===== src/rtl/park_entry_encrypt_if.sv =====
// Parking-lot entry/exit bus: the entry request and token handshake, the exit
// check, and the occupancy status outputs. Clock and reset stay as plain ports.
interface park_entry_encrypt_if #(
    parameter int ID_W = 3
);
    logic            enter;
    logic [ID_W-1:0] pattern;
    logic [ID_W-1:0] token;
    logic            token_valid;
    logic            token_ack;
    logic            reject;
    logic            exit;
    logic [ID_W-1:0] exit_token;
    logic            exit_err;
    logic            full;
    logic [ID_W:0]   count;

    // Gate controller / ticket printer side.
    modport master (
        output enter, pattern, token_ack, exit, exit_token,
        input  token, token_valid, reject, exit_err, full, count
    );

    // Slot allocator side.
    modport slave (
        input  enter, pattern, token_ack, exit, exit_token,
        output token, token_valid, reject, exit_err, full, count
    );
endinterface


===== src/rtl/park_entry_encrypt.sv =====
// Parking-lot entry encrypter. An entry request allocates the lowest free slot
// and issues token = slot ^ pattern under a valid/ack handshake. Exit requests
// are decrypted with the same pattern and free the named slot, or raise
// exit_err for one cycle when the slot is free or does not exist.
module park_entry_encrypt #(
    parameter int NUM_SLOTS = 8,
    parameter int ID_W      = 3
) (
    input  logic                  clk,
    input  logic                  rst_n,
    park_entry_encrypt_if.slave   bus
);

    localparam logic [ID_W:0] FULL_COUNT = (ID_W + 1)'(NUM_SLOTS);

    typedef enum logic [1:0] {
        IDLE  = 2'd0,
        ALLOC = 2'd1,
        ISSUE = 2'd2
    } state_t;

    state_t                 state;
    logic [NUM_SLOTS-1:0]   occ;
    logic [ID_W-1:0]        token_q;
    logic                   token_valid_q;
    logic                   reject_q;
    logic                   exit_err_q;
    logic [ID_W:0]          count_q;
    logic                   full_q;

    logic [ID_W-1:0]        free_slot;
    logic [ID_W-1:0]        exit_slot;
    logic [NUM_SLOTS-1:0]   set_mask;
    logic [NUM_SLOTS-1:0]   clr_mask;
    logic                   do_alloc;
    logic                   exit_ok;
    logic [ID_W:0]          count_next;

    // Lowest free slot, taken from the registered (pre-exit) bitmap.
    // NOTE: every always_comb output gets a default first so no path leaves it unassigned (no latch).
    always_comb begin
        free_slot = '0;
        for (int i = NUM_SLOTS - 1; i >= 0; i--) begin
            if (!occ[i]) free_slot = ID_W'(i);
        end
    end

    // Set/clear masks for this cycle's allocation and exit; they never overlap
    // because the allocated slot is free and a valid exit slot is occupied.
    always_comb begin
        exit_slot = bus.exit_token ^ bus.pattern;
        do_alloc  = (state == ALLOC);
        set_mask  = '0;
        clr_mask  = '0;
        for (int i = 0; i < NUM_SLOTS; i++) begin
            set_mask[i] = do_alloc && (free_slot == ID_W'(i));
            clr_mask[i] = bus.exit && occ[i] && (exit_slot == ID_W'(i));
        end
        exit_ok = |clr_mask;
    end

    // Occupancy count after this cycle; simultaneous alloc and exit cancel out.
    always_comb begin
        count_next = count_q;
        unique case ({do_alloc, exit_ok})
            2'b10:   count_next = count_q + 1'b1;
            2'b01:   count_next = count_q - 1'b1;
            default: count_next = count_q;
        endcase
    end

    // Entry FSM plus bitmap, count and all registered outputs.
    // NOTE: sequential state uses non-blocking assignments so every register samples pre-edge values.
    always_ff @(posedge clk or negedge rst_n) begin
        if (!rst_n) begin
            state         <= IDLE;
            occ           <= '0;
            token_q       <= '0;
            token_valid_q <= 1'b0;
            reject_q      <= 1'b0;
            exit_err_q    <= 1'b0;
            count_q       <= '0;
            full_q        <= 1'b0;
        end else begin
            occ        <= (occ | set_mask) & ~clr_mask;
            count_q    <= count_next;
            full_q     <= (count_next == FULL_COUNT);
            exit_err_q <= bus.exit && !exit_ok;
            reject_q   <= 1'b0;

            unique case (state)
                IDLE: begin
                    if (bus.enter) begin
                        if (full_q) reject_q <= 1'b1;
                        else        state    <= ALLOC;
                    end
                end
                ALLOC: begin
                    token_q       <= free_slot ^ bus.pattern;
                    token_valid_q <= 1'b1;
                    state         <= ISSUE;
                end
                ISSUE: begin
                    if (bus.token_ack) begin
                        token_valid_q <= 1'b0;
                        state         <= IDLE;
                    end
                end
                default: state <= IDLE;
            endcase
        end
    end

    assign bus.token       = token_q;
    assign bus.token_valid = token_valid_q;
    assign bus.reject      = reject_q;
    assign bus.exit_err    = exit_err_q;
    assign bus.count       = count_q;
    assign bus.full        = full_q;

endmodule


===== src/flat_wrapper.sv =====
// flat-port wrapper written by rule: the top's interface ports become plain ports
module park_entry_encrypt_flat 
#(
    parameter int NUM_SLOTS = 8,
    parameter int ID_W      = 3
)
  (clk, rst_n, bus_enter, bus_pattern, bus_token_ack, bus_exit, bus_exit_token, bus_token, bus_token_valid, bus_reject, bus_exit_err, bus_full, bus_count);
  park_entry_encrypt_if #(.ID_W(ID_W)) bus_i ();
  input  logic clk;
  input  logic rst_n;
  input wire logic [$bits(bus_i.enter)-1:0] bus_enter;
  input wire logic [$bits(bus_i.pattern)-1:0] bus_pattern;
  input wire logic [$bits(bus_i.token_ack)-1:0] bus_token_ack;
  input wire logic [$bits(bus_i.exit)-1:0] bus_exit;
  input wire logic [$bits(bus_i.exit_token)-1:0] bus_exit_token;
  output wire logic [$bits(bus_i.token)-1:0] bus_token;
  output wire logic [$bits(bus_i.token_valid)-1:0] bus_token_valid;
  output wire logic [$bits(bus_i.reject)-1:0] bus_reject;
  output wire logic [$bits(bus_i.exit_err)-1:0] bus_exit_err;
  output wire logic [$bits(bus_i.full)-1:0] bus_full;
  output wire logic [$bits(bus_i.count)-1:0] bus_count;
  assign bus_i.enter = bus_enter;
  assign bus_i.pattern = bus_pattern;
  assign bus_i.token_ack = bus_token_ack;
  assign bus_i.exit = bus_exit;
  assign bus_i.exit_token = bus_exit_token;
  assign bus_token = bus_i.token;
  assign bus_token_valid = bus_i.token_valid;
  assign bus_reject = bus_i.reject;
  assign bus_exit_err = bus_i.exit_err;
  assign bus_full = bus_i.full;
  assign bus_count = bus_i.count;
  park_entry_encrypt #(.NUM_SLOTS(NUM_SLOTS), .ID_W(ID_W)) u_core (.clk(clk), .rst_n(rst_n), .bus(bus_i));
endmodule

===== config.mk =====
export PLATFORM = sky130hd
export DESIGN_NAME = park_entry_encrypt_flat
export DESIGN_NICKNAME = d
export VERILOG_FILES = /design/src/rtl/park_entry_encrypt_if.sv /design/src/rtl/park_entry_encrypt.sv /design/src/flat_wrapper.sv
export SDC_FILE = /design/constraint.sdc
export NUM_CORES = 1
export LEC_CHECK = 0
export BUFFER_PORTS_ARGS = -buffer_cell sky130_fd_sc_hd__clkbuf_2
export CAP_MARGIN = 20
export CORE_ASPECT_RATIO = 1.1
export CORE_UTILIZATION = 25
export CTS_BUF_LIST = sky130_fd_sc_hd__clkbuf_4 sky130_fd_sc_hd__clkbuf_8 sky130_fd_sc_hd__clkbuf_16
export DETAILED_ROUTE_END_ITERATION = 12
export HOLD_SLACK_MARGIN = 0.12
export SETUP_SLACK_MARGIN = 0.15
export SLEW_MARGIN = 20
export SYNTH_ARGS = -nofsm -noshare
export SYNTH_HDL_FRONTEND = slang
export SYNTH_SLANG_ARGS = --single-unit

===== constraint.sdc =====
create_clock -name clk -period 3.3 [get_ports clk]
set_input_delay 0 -clock clk [delete_from_list [all_inputs] [get_ports clk]]
set_output_delay 0 -clock clk [all_outputs]
set_load 0.02 [all_outputs]

* Word-level counts from Yosys, hierarchy flattened
Index checks and enable logic that the tools add are counted.
** Word-level totals
- Bits in registers :: 21
- Output and inout bits :: 11
- Logic and storage cells :: 88
** Cells by class
- $add $sub $neg :: 2
- Equal/unequal tests :: 22
- Muxes and demuxes :: 18
- Bitwise gates (word level) :: 5
- Reductions and logical operators :: 33
** Operators with widths (number)
- $logic_and 1x1->1 :: 25
- $eq 3x3->1 const B :: 8
- $mux 3 :: 8
- $eq 3x2->1 const B :: 4
- $and 8x8->8 :: 1
- $not 8->8 :: 1
- $or 8x8->8 :: 1
- $pmux 4 s2 :: 1
- $reduce_or 8->1 :: 1
- $eq 3x1->1 const B :: 2
- $logic_not 3->1 :: 2
- $mux 2 :: 3
- $ne 2x2->1 const B :: 3
- $pmux 2 s3 :: 1
- $xor 3x3->3 :: 2
- $add 4x1->4 const B :: 1
- $eq 2x1->1 const B :: 2
- $eq 2x2->1 const B :: 2
- $eq 4x4->1 const B :: 1
- $mux 1 :: 4
- $sub 4x1->4 const B :: 1
- $reduce_and 3->1 :: 1
- $logic_not 2->1 :: 1
- $pmux 1 s2 :: 1
- other kinds (3) :: 3

* Longest topological paths before layout
- Depth after elaboration :: 12
- Mapped depth :: 11
- Mapped depth without buffers :: 11

* Worst setup path after synthesis
OpenSTA, ideal clock, no wires.
- Path type :: register to register
- Start :: register u_core.occ[2]
- End :: register u_core.full_q, in the netlist u_core.bus.full
- Setup time :: 79 ps
- Arrival :: 2260 ps
- Slack :: 961 ps
- Cell stages (with the launch flop) :: 11
- Path buffers :: 1
- Clock period less this slack :: 2339 ps
- Cells stage by stage :: dfrtp_1 -> clkbuf_1 -> mux2i_1 -> o22ai_1 -> or2_1 -> ha_1 -> ha_1 -> a21o_1 -> a21oi_1 -> mux2i_1 -> mux2i_1
** Between the ends
- Longest elaborated chain between the ends :: 6
- Elaborated cells between the ends (all ways) :: 7
- Classes of those cells :: 3 x eq/ne; 1 x mux; 3 x reduce/logical
** RTL lines
- start: declaration :: RTL line park_entry_encrypt.sv:23 : logic [NUM_SLOTS-1:0] occ;
- start signal: assignment :: RTL line park_entry_encrypt.sv:85 : occ <= (occ | set_mask) & ~clr_mask;
- $logic_and 1x1->1 * (2 in series) :: RTL line park_entry_encrypt.sv:57 : clr_mask[i] = bus.exit && occ[i] && (exit_slot == ID_W'(i));
- $reduce_or 8->1 * :: RTL line park_entry_encrypt.sv:59 : exit_ok = |clr_mask;
- $eq 2x1->1 or $eq 2x2->1 (tied branches) :: RTL line park_entry_encrypt.sv:65 : unique case ({do_alloc, exit_ok})
- $pmux 4 s2 * :: RTL line park_entry_encrypt.sv:65
- $eq 4x4->1 * :: RTL line park_entry_encrypt.sv:87 : full_q <= (count_next == FULL_COUNT);
- end signal: assignment :: RTL line park_entry_encrypt.sv:87
- end: declaration :: RTL line park_entry_encrypt.sv:29 : logic full_q;
Every way passes the cells marked *; elsewhere a longest branch is shown, timed or not.
A chain may end at the register's enable or synchronous reset.

* Final worst setup path
- Start :: input bus_pattern[0]
- End :: register u_core.full_q, in the netlist u_core.bus.full
** Between the ends
- Longest elaborated chain between the ends :: 7
- Elaborated cells between the ends (all ways) :: 22
- Classes of those cells :: 10 x eq/ne; 1 x mux; 1 x bitwise; 10 x reduce/logical
** RTL lines
- start: declaration :: RTL line flat_wrapper.sv:12 : input wire logic [$bits(bus_i.pattern)-1:0] bus_pattern;
- $xor 3x3->3 * :: RTL line park_entry_encrypt.sv:51 : exit_slot = bus.exit_token ^ bus.pattern;
- $eq 3x1->1, or another cell as far along :: RTL line park_entry_encrypt.sv:57
- $logic_and 1x1->1 :: RTL line park_entry_encrypt.sv:57
- $reduce_or 8->1 * :: RTL line park_entry_encrypt.sv:59
- $eq 2x1->1 or $eq 2x2->1 (tied branches) :: RTL line park_entry_encrypt.sv:65
- $pmux 4 s2 * :: RTL line park_entry_encrypt.sv:65
- $eq 4x4->1 * :: RTL line park_entry_encrypt.sv:87
Marked as above.

==> flow_summary.toml <==
[outcome]
status = "completed"

[worst_setup_path]
cp-end-kind = "flip-flop"
cp.arrival_ns = 3.09
crit_required_ns = 3.50
critical_path_class = "primary input to flip-flop"
reg2reg_depth = 8
startpoint_type = "primary input"
path_max_fanout = 7

[sta]
fin_crit_ns = 2.90
finalMaxSlewViolations = 0
holdWs_ns = 0.212
fin_crit_sh_pct = 87.7
tightest_slew_ns = 0.538
finalHoldViolations = 0
rsz0062_at_grt = "false"
clock_skew_ns = 0.00199
tns_ns = 0
setup_ws_ns = 0.405
max-slew-margin-rel_pct = 64.1
finalSetupViolCount = 0
clock.fmax_mhz = 345

[synthesis]
postSynth.asyncResetShare_pct = 100
synth_top_area_share_pct = 42.6
synth_edf_count = 0
synth-warning-count = 0
synth_ff_type = "dfrtp_1"
synth_top_area_cell = "dfrtp_1"
ys_top_cells_by_area = "dfrtp_1 (43%), mux2i_1 (5.7%), o21ai_0 (4.5%)"
synth_area_per_cell_um2 = 9.50
synth_area_um2 = 1230
syn_nets = 145
ys_types = 40
syn_inst = 130
ys_ff_latch = 21
synth_seq_area_share_pct = 42.6

[placement]
hpwl_mm = 1.95
gp_congestion = 0.779
dp_slack_ns = 0.675
io_buffer_count = 21
dp.cells = 204

[clocking]
insertion_delay_ns = 0.27
cts.clk_slew.worst_paths_ns = 0.08
ctsHtreeMaxLevel = 1
cts_tree = "built"
root_buffer = "clkbuf_8"
post-cts-setup-buffers = 0
clock_path_buffers = 2
numCtsBuffers = 3
cts_sinks = 21

[die]
coreArea_um2 = 4680
rows = 26
die_h_um = 75.7
initial_core_util_pct = 26.4
die-area_um2 = 5230
die_w_um = 69.0
pin_count = 22

[global_routing]
grtUsageTotal_pct = 10.8
globalRouteOverflowTotal = 0
grt_start_max_net_pins = 22
antenna_found_initial = 0
grt_pass1_vias = 951
grt_pass1_wl_mm = 4.44

[power]
vdd_drop_max_uv = 404
power.leakage_nw = 0.701
powerDensity_nw_per_um2 = 899

[routing]
wl_per_cell_um = 12.2
wirelength_mm = 2.62
viasPerCell = 4.74
drt_first_pass_iters = 4
antenna_left = 0
drc = 0
drt_iter0_markers = 61
vias = 1019

[cells_and_area]
register_area_um2 = 526
final_nets = 175
fillers = 501
antenna_cells = 0
area_growth_pct = 22.7
final_cells = 215
multi_input_area_um2 = 662
drive_above_1_share_pct = 18.9

[hold_path]
whs_path_depth = 4
hold_class = "primary input to flip-flop"

[job]
drv_cap = 0
==> layer usage <==
layer  vias to the layer above  share of wire [%]  track usage, %
li1                        514                  -               -
met1                       474                 49            14.4
met2                        26                 46            17.6
met3                         5                3.7            1.72
met4                         0                1.7            4.76
met5                         -                  0               0
==> report_power, final <==
group	total, mW	leakage, nW	internal [mW]	switching (mW)
clock network	0.185	0.0262	0.0945	0.0908
registers	0.512	0.256	0.374	0.138
logic	0.665	0.419	0.295	0.371
==> stage by stage <==
step / util [%] / total power [mW] / instance area, µm²
floorplan: - / 1.01 / 1230
global placement: 29.8 / 1.18 / 1400
detailed placement: 29.8 / 1.18 / 1400
CTS: 32.3 / 1.37 / 1520
global route: 32.3 / 1.49 / 1520
finish: 32.3 / 1.36 / 1520
==> cell type report <==
type | count | area share, %
tap | 56 | 4.62
inverter | 9 | 2.23
clock buffer | 4 | 3.22
multi-input combinational | 97 | 43.7
timing repair buffer | 28 | 11.6
sequential | 21 | 34.7
==> sequential cells by signal (all words and copies together) (netlist names) <==
name	count
u_core.bus.count	4
u_core.bus.token_valid	1
u_core.bus.token	3
u_core.occ	8
u_core.bus.exit_err	1
u_core.state	2
u_core.bus.full	1
u_core.bus.reject	1
==> path summary, 6_finish.rpt <==
kind                                   start           endpoint  slack (ns)
hold reg to reg              u_core.bus.full    u_core.state[0]        0.47
max in group asynchronous              rst_n      u_core.occ[5]        2.71
setup reg to reg             u_core.state[0]    u_core.bus.full        0.80
min in group asynchronous              rst_n  u_core.bus.reject        0.24
setup / recovery              bus_pattern[0]    u_core.bus.full        0.40
hold / removal             bus_exit_token[0]      u_core.occ[4]        0.21
==> cell usage after synthesis (2+ instances only) <==
| master | count |
|---|---|
| nor2_1 | 9 |
| dfrtp_1 | 21 |
| mux2i_1 | 7 |
| nand2_1 | 8 |
| a21o_1 | 2 |
| a31oi_1 | 3 |
| xor2_1 | 3 |
| ha_1 | 3 |
| a21oi_1 | 7 |
| inv_1 | 9 |
| o21ai_0 | 11 |
| xnor2_1 | 5 |
| clkbuf_2 | 2 |
| and2_1 | 3 |
| nand3_1 | 9 |
| o22ai_1 | 2 |
| nand2b_1 | 3 |
==> what timing repair did <==
| action | 4_1_cts | 5_1_grt |
|---|---|---|
| hold buffers | 7 | 0 |
| gates resized for setup | 0 | 0 |
| endpoints found under the setup margin | 0 | 0 |
| endpoints found under the hold margin | 29 | 0 |
==> worst max-delay path, stage by stage <==
cell           delay [ns]
dlygate4sd3_1        0.53
clkbuf_2             0.16
xnor2_2              0.38
mux2i_1              0.24
o22ai_1              0.11
or2_1                0.27
ha_1                 0.26
ha_1                 0.28
a21o_1               0.17
a21oi_1              0.17
mux2i_1              0.31
mux2i_1              0.21
==> layout by cell type (no fill, tap or decap), types with 2 or more instances in the layout <==
cell,count
inv_1,9
xnor2_1,5
nand2b_1,3
o21ai_0,11
xor2_1,3
a21o_1,2
clkbuf_8,3
dfrtp_1,21
nand3_1,9
dlygate4sd3_1,7
nor2_1,9
ha_1,3
a31oi_1,3
mux2i_1,7
a21oi_1,7
nand2_1,8
clkbuf_2,21
o22ai_1,2
and2_1,3
==> cells by family (layout without fill, tap and decap cells) <==
kind of cell,after synthesis,after routing,share of synthesized area [%]
AOI/OAI and AO/OA,34,34,17.2
xor gates and xnor gates,10,10,8.31
adders and majority gates,4,4,4.66
buffers and inverters,12,41,3.85
DFF,21,21,42.6
muxes,7,7,5.67
and+or+nand+nor,42,42,17.7
No activity file was read; power rests on OpenSTA's default activity.
